==> config.mk <==
export PLATFORM = sky130hd
export DESIGN_NAME = flash_ctrl
export DESIGN_NICKNAME = d
export VERILOG_FILES = /design/src/rtl/flash_ctrl.sv
export SDC_FILE = /design/constraint.sdc
export NUM_CORES = 1
export LEC_CHECK = 0
export CAP_MARGIN = 20
export CORE_MARGIN = 5
export CORE_UTILIZATION = 41
export CTS_CLUSTER_DIAMETER = 150
export CTS_CLUSTER_SIZE = 24
export DETAILED_ROUTE_END_ITERATION = 12
export HOLD_SLACK_MARGIN = 0.12
export PLACE_DENSITY = 0.75
export SYNTH_ARGS = -nofsm -noshare
export SYNTH_HDL_FRONTEND = slang
export SYNTH_SLANG_ARGS = --single-unit
==> constraint.sdc <==
create_clock -name clk -period 2.1 [get_ports clk]
set_clock_uncertainty 0.05 [all_clocks]
set_input_delay 0.63 -clock clk [delete_from_list [all_inputs] [get_ports clk]]
set_output_delay 0.63 -clock clk [all_outputs]
set_load 0.02 [all_outputs]
==> src/rtl/flash_ctrl.sv <==
// flash_ctrl: shares one flash driver between the instruction-fetch port
// (port 0, read only) and the data port (port 1: read, program, erase).
// Round-robin arbitration, one driver operation at a time using a
// four-phase enable/ack handshake, and a watchdog that aborts a driver
// operation that never completes.
module flash_ctrl #(
    parameter logic [23:0] TIMEOUT_CYCLES = 24'd5_000_000
) (
    input  logic        clk,
    input  logic        rst,
    input  logic        p0_req,
    input  logic [21:0] p0_addr,
    output logic [15:0] p0_rdata,
    output logic        p0_ack,
    output logic        p0_err,
    input  logic        p1_req,
    input  logic [1:0]  p1_op,
    input  logic [21:0] p1_addr,
    input  logic [15:0] p1_wdata,
    output logic [15:0] p1_rdata,
    output logic        p1_ack,
    output logic        p1_err,
    output logic [21:0] drv_addr,
    output logic [15:0] drv_data_in,
    input  logic [15:0] drv_data_out,
    output logic        drv_read,
    output logic        drv_write,
    output logic        drv_erase,
    input  logic        drv_ack,
    output logic        busy
);

    typedef enum logic [1:0] {
        S_IDLE    = 2'b00,
        S_ISSUE   = 2'b01,
        S_RELEASE = 2'b10,
        S_RESP    = 2'b11
    } state_t;

    localparam logic [1:0] OP_READ  = 2'b00;
    localparam logic [1:0] OP_PROG  = 2'b01;
    localparam logic [1:0] OP_ERASE = 2'b10;

    state_t      state_q, state_d;
    logic        rr_q, rr_d;          // 0: port 0 wins a tie, 1: port 1 wins
    logic        win_q, win_d;        // port currently being served
    logic [1:0]  op_q, op_d;
    logic [23:0] cnt_q, cnt_d;
    logic [21:0] drv_addr_q, drv_addr_d;
    logic [15:0] drv_data_in_q, drv_data_in_d;
    logic        drv_read_q, drv_read_d;
    logic        drv_write_q, drv_write_d;
    logic        drv_erase_q, drv_erase_d;
    logic [15:0] p0_rdata_q, p0_rdata_d;
    logic [15:0] p1_rdata_q, p1_rdata_d;
    logic        p0_ack_q, p0_ack_d;
    logic        p0_err_q, p0_err_d;
    logic        p1_ack_q, p1_ack_d;
    logic        p1_err_q, p1_err_d;
    logic        busy_q, busy_d;

    logic        both_s;
    logic        win_s;
    logic [1:0]  grant_op_s;
    logic        timeout_s;

    // Pick the winner among the current requesters; a tie goes to the rr pointer
    always_comb begin
        both_s = p0_req & p1_req;
        if (both_s) begin
            win_s = rr_q;
        end else if (p1_req) begin
            win_s = 1'b1;
        end else begin
            win_s = 1'b0;
        end
        grant_op_s = win_s ? p1_op : OP_READ;
        timeout_s  = (cnt_q == (TIMEOUT_CYCLES - 24'd1));
    end

    // Next-state and registered-output computation for the controller FSM
    always_comb begin
        state_d       = state_q;
        rr_d          = rr_q;
        win_d         = win_q;
        op_d          = op_q;
        cnt_d         = cnt_q;
        drv_addr_d    = drv_addr_q;
        drv_data_in_d = drv_data_in_q;
        drv_read_d    = drv_read_q;
        drv_write_d   = drv_write_q;
        drv_erase_d   = drv_erase_q;
        p0_rdata_d    = p0_rdata_q;
        p1_rdata_d    = p1_rdata_q;
        p0_ack_d      = 1'b0;
        p0_err_d      = 1'b0;
        p1_ack_d      = 1'b0;
        p1_err_d      = 1'b0;

        case (state_q)
            S_IDLE: begin
                cnt_d = 24'd0;
                // A driver still showing ack is not ready yet: hold off grants.
                if (!drv_ack && (p0_req || p1_req)) begin
                    win_d         = win_s;
                    op_d          = grant_op_s;
                    drv_addr_d    = win_s ? p1_addr : p0_addr;
                    drv_data_in_d = p1_wdata;
                    if (both_s) begin
                        rr_d = ~win_s;
                    end else begin
                        rr_d = rr_q;
                    end
                    if (win_s && (p1_op == 2'b11)) begin
                        state_d  = S_RESP;
                        p1_ack_d = 1'b1;
                        p1_err_d = 1'b1;
                    end else begin
                        state_d     = S_ISSUE;
                        drv_read_d  = (grant_op_s == OP_READ);
                        drv_write_d = (grant_op_s == OP_PROG);
                        drv_erase_d = (grant_op_s == OP_ERASE);
                    end
                end else begin
                    state_d = S_IDLE;
                end
            end
            S_ISSUE: begin
                cnt_d = cnt_q + 24'd1;
                if (timeout_s) begin
                    drv_read_d  = 1'b0;
                    drv_write_d = 1'b0;
                    drv_erase_d = 1'b0;
                    state_d     = S_RESP;
                    p0_ack_d    = ~win_q;
                    p0_err_d    = ~win_q;
                    p1_ack_d    = win_q;
                    p1_err_d    = win_q;
                end else if (drv_ack) begin
                    if (op_q == OP_READ) begin
                        if (win_q) begin
                            p1_rdata_d = drv_data_out;
                        end else begin
                            p0_rdata_d = drv_data_out;
                        end
                    end else begin
                        p0_rdata_d = p0_rdata_q;
                    end
                    drv_read_d  = 1'b0;
                    drv_write_d = 1'b0;
                    drv_erase_d = 1'b0;
                    state_d     = S_RELEASE;
                end else begin
                    state_d = S_ISSUE;
                end
            end
            S_RELEASE: begin
                cnt_d = cnt_q + 24'd1;
                if (timeout_s) begin
                    state_d  = S_RESP;
                    p0_ack_d = ~win_q;
                    p0_err_d = ~win_q;
                    p1_ack_d = win_q;
                    p1_err_d = win_q;
                end else if (!drv_ack) begin
                    state_d  = S_RESP;
                    p0_ack_d = ~win_q;
                    p1_ack_d = win_q;
                end else begin
                    state_d = S_RELEASE;
                end
            end
            S_RESP: begin
                state_d = S_IDLE;
            end
            default: begin
                state_d     = S_IDLE;
                drv_read_d  = 1'b0;
                drv_write_d = 1'b0;
                drv_erase_d = 1'b0;
            end
        endcase

        busy_d = (state_d != S_IDLE);
    end

    // State and output registers; reset abandons any operation in flight
    always_ff @(posedge clk or negedge rst) begin
        if (!rst) begin
            state_q       <= S_IDLE;
            rr_q          <= 1'b0;
            win_q         <= 1'b0;
            op_q          <= 2'b00;
            cnt_q         <= 24'd0;
            drv_addr_q    <= 22'd0;
            drv_data_in_q <= 16'd0;
            drv_read_q    <= 1'b0;
            drv_write_q   <= 1'b0;
            drv_erase_q   <= 1'b0;
            p0_rdata_q    <= 16'd0;
            p1_rdata_q    <= 16'd0;
            p0_ack_q      <= 1'b0;
            p0_err_q      <= 1'b0;
            p1_ack_q      <= 1'b0;
            p1_err_q      <= 1'b0;
            busy_q        <= 1'b0;
        end else begin
            state_q       <= state_d;
            rr_q          <= rr_d;
            win_q         <= win_d;
            op_q          <= op_d;
            cnt_q         <= cnt_d;
            drv_addr_q    <= drv_addr_d;
            drv_data_in_q <= drv_data_in_d;
            drv_read_q    <= drv_read_d;
            drv_write_q   <= drv_write_d;
            drv_erase_q   <= drv_erase_d;
            p0_rdata_q    <= p0_rdata_d;
            p1_rdata_q    <= p1_rdata_d;
            p0_ack_q      <= p0_ack_d;
            p0_err_q      <= p0_err_d;
            p1_ack_q      <= p1_ack_d;
            p1_err_q      <= p1_err_d;
            busy_q        <= busy_d;
        end
    end

    assign p0_rdata    = p0_rdata_q;
    assign p0_ack      = p0_ack_q;
    assign p0_err      = p0_err_q;
    assign p1_rdata    = p1_rdata_q;
    assign p1_ack      = p1_ack_q;
    assign p1_err      = p1_err_q;
    assign drv_addr    = drv_addr_q;
    assign drv_data_in = drv_data_in_q;
    assign drv_read    = drv_read_q;
    assign drv_write   = drv_write_q;
    assign drv_erase   = drv_erase_q;
    assign busy        = busy_q;

endmodule
==> out/metrics.yaml <==
synth_top_area_share_pct: 56.4
cts_tree: "yes"
finalHoldViolCount: 0
die_h_um: 118
routed_wl_mm: 13.2
maxSlewViolCount: 0
worstSetupPathType: "reg2reg"
mostFrequentLayoutCells: "clkdlybuf4s50_1, nand2_1, dfrtp_1"
grt_pass1_wl_mm: 21.6
io_pins: 161
nNetsFinal: 762
dpl_cell_area_um2: 6990
drt-initial-drc-count: 261
worstPathRequired_ns: 2.28
grt_use_met2_pct: 32.3
vdd.ir_drop.worst_uv: 801
yosys.cell_types.count: 44
ys_seq_elements: 108
portBuffers: 160
drt_pass1_iterations: 4
die_w_um: 118
rows: 39
total_power_mw: 9.42
htree_levels: 3
maxCapViolCount: 0
synth-edff-count: 0
relSlewSlack_pct: 61.4
netlist_area_um2: 4790
fin_hold_ws_ns: 0.183
async_flop_share_pct: 100
numCtsBuffers: 9
busiest_layer: "met2"
post-place-ws_ns: -0.214
use_met1_pct: 22.8
clockRootBuffer: "clkbuf_16"
grt_remaining_overflow: 0
ant_nets: 0
met3_usage_pct: 5.24
path_max_fanout: 8
setup-tns-final_ns: -0.411
violations: "setup timing"
grt_max_degree: 48
antenna_cells: 0
hold_path_class: "in2async"
run_status: "complete, but fails checks"
fin_crit_sh_pct: 101
cts_buffer_depth: 2
cts_hold_repair.buffers: 0
cp-end-kind: "flip-flop"
design_area_um2: 7410
setup_ws_ns: -0.0289
worst_ep_arrival_time_ns: 2.31
wl_per_cell_um: 16.1
clkTransAtPathRegs_ns: 0.07
synthesis.nets: 559
synth_warnings: 0
antenna_found_initial: 0
drc: 0
max_freq_mhz: 470
cts_sinks: 108
grt_usage_pct: 18.7
rsz0062_at_grt: "true"
dp_hpwl_mm: 9.85
worstSetupStartpointType: "flip-flop"
initial_core_util_pct: 42.0
gp_congestion: 0.838
avgSynthCellArea_um2: 10.2
power_leakage_nw: 3.35
synthCells: 471
syn2layout_area_growth_pct: 54.6
ff2ff_setup_slack_ns: -0.03
tightest_slew_ns: 0.574
yosysTopAreaCell: "dfrtp_1"
dr_total_vias: 4143
via_per_inst: 5.04
ys_seq_area_share_pct: 56.4
worstSkewPairLatency_ns: 0.35
yosys-top-cells-area: "dfrtp_1, nand2_1, mux2_2"
power_density_nw_per_um2: 1270
core_area_um2: 11400
grt_pass1_vias: 4357
dieArea_um2: 14000
finalSetupViolCount: 27
drive_above_1_share_pct: 18.0
final_common_cell: "clkdlybuf4s50_1"
fin_crit_ns: 2.13
synth_ff_type: "dfrtp_1"
through the flow:
stage	instances	util [%]
3_5_place_dp	803	61.2
6_report	822	64.9
5_1_grt	822	64.9
3_3_place_gp	803	61.2
2_1_floorplan	471	-
4_1_cts	822	64.3
worst max-delay path, cell delays in order, from the launching register on:
cell and delay (ns):
dfrtp_1 0.37, ha_2 0.22, nand2_4 0.06, or4_4 0.53
o21ai_4 0.14, or3_4 0.19, buf_12 0.15, mux2_4 0.30
cell usage after synthesis (4+ instances only):
cell type	count
nand4_1	6
nor3_1	5
nor2_1	55
o21ai_0	4
mux2_2	35
and3_1	4
buf_1	5
nor4_1	4
nor4b_1	4
inv_1	6
nand2_1	114
dfrtp_1	108
nand3_1	15
xnor2_1	11
ha_1	5
clkbuf_1	12
nor2b_1	6
a31oi_1	22
xor2_1	10
flip-flops by register name (all words and copies together) (netlist names):
name and cells:
busy 1, cnt_q 24, drv_addr 22, drv_data_in 16, drv_erase 1, drv_read 1, drv_write 1, op_q 2
p0_ack 1, p0_err 1, p0_rdata 16, p1_ack 1, p1_err 1, p1_rdata 16, rr_q 1, state_q 2
win_q 1
cell type report:
cell class / instances / area [µm²]
Fill cell: 911 / 4010
Sequential cell: 108 / 2700
Timing Repair Buffer: 213 / 2120
Multi-Input combinational cell: 336 / 2080
Clock buffer: 10 / 239
Tap cell: 143 / 179
Clock inverter: 6 / 65.1
Inverter: 6 / 22.5
path summary, 6_finish.rpt:
check | from | end | cells past startpoint
min reg2reg | drv_data_in[1] | drv_data_in[1] | 2
max in group asynchronous | rst | drv_addr[10] | 2
min in group clk | drv_data_in[1] | drv_data_in[1] | 2
max reg2reg | cnt_q[0] | p1_rdata[14] | 7
max | cnt_q[0] | p1_rdata[14] | 7
min | rst | cnt_q[4] | 1
routing by layer:
metal	part of all wire, %	vias up
met5	0	-
met4	2.0	0
met3	5.9	22
met2	50	123
li1	-	2004
met1	42	1994
power by group:
part	leakage [nW]	switching, mW	internal [mW]
sequential	1.36	0.444	2.84
clock	0.150	0.829	0.874
combinational	1.84	2.22	2.22
total	3.35	3.49	5.93
kinds of logic after synthesis:
group                      count (synthesis)  synth area share, %
buffers and inverters                     27                 2.79
xor gates and xnor gates                  21                 3.84
DFF                                      108                 56.4
and+or+nand+nor                          231                 21.5
AOI/OAI and AO/OA                         44                 5.98
muxes                                     35                 8.22
adders and majority gates                  5                 1.31
what timing repair did:
action                                 CTS  global route
cloned                                   1             0
endpoints found under the hold margin    0             0
setup endpoints to repair               19            42
gates resized for setup                  4            18
setup buffers                            2             0
pin swaps                                0             4
No activity file was read; power rests on OpenSTA's default activity.
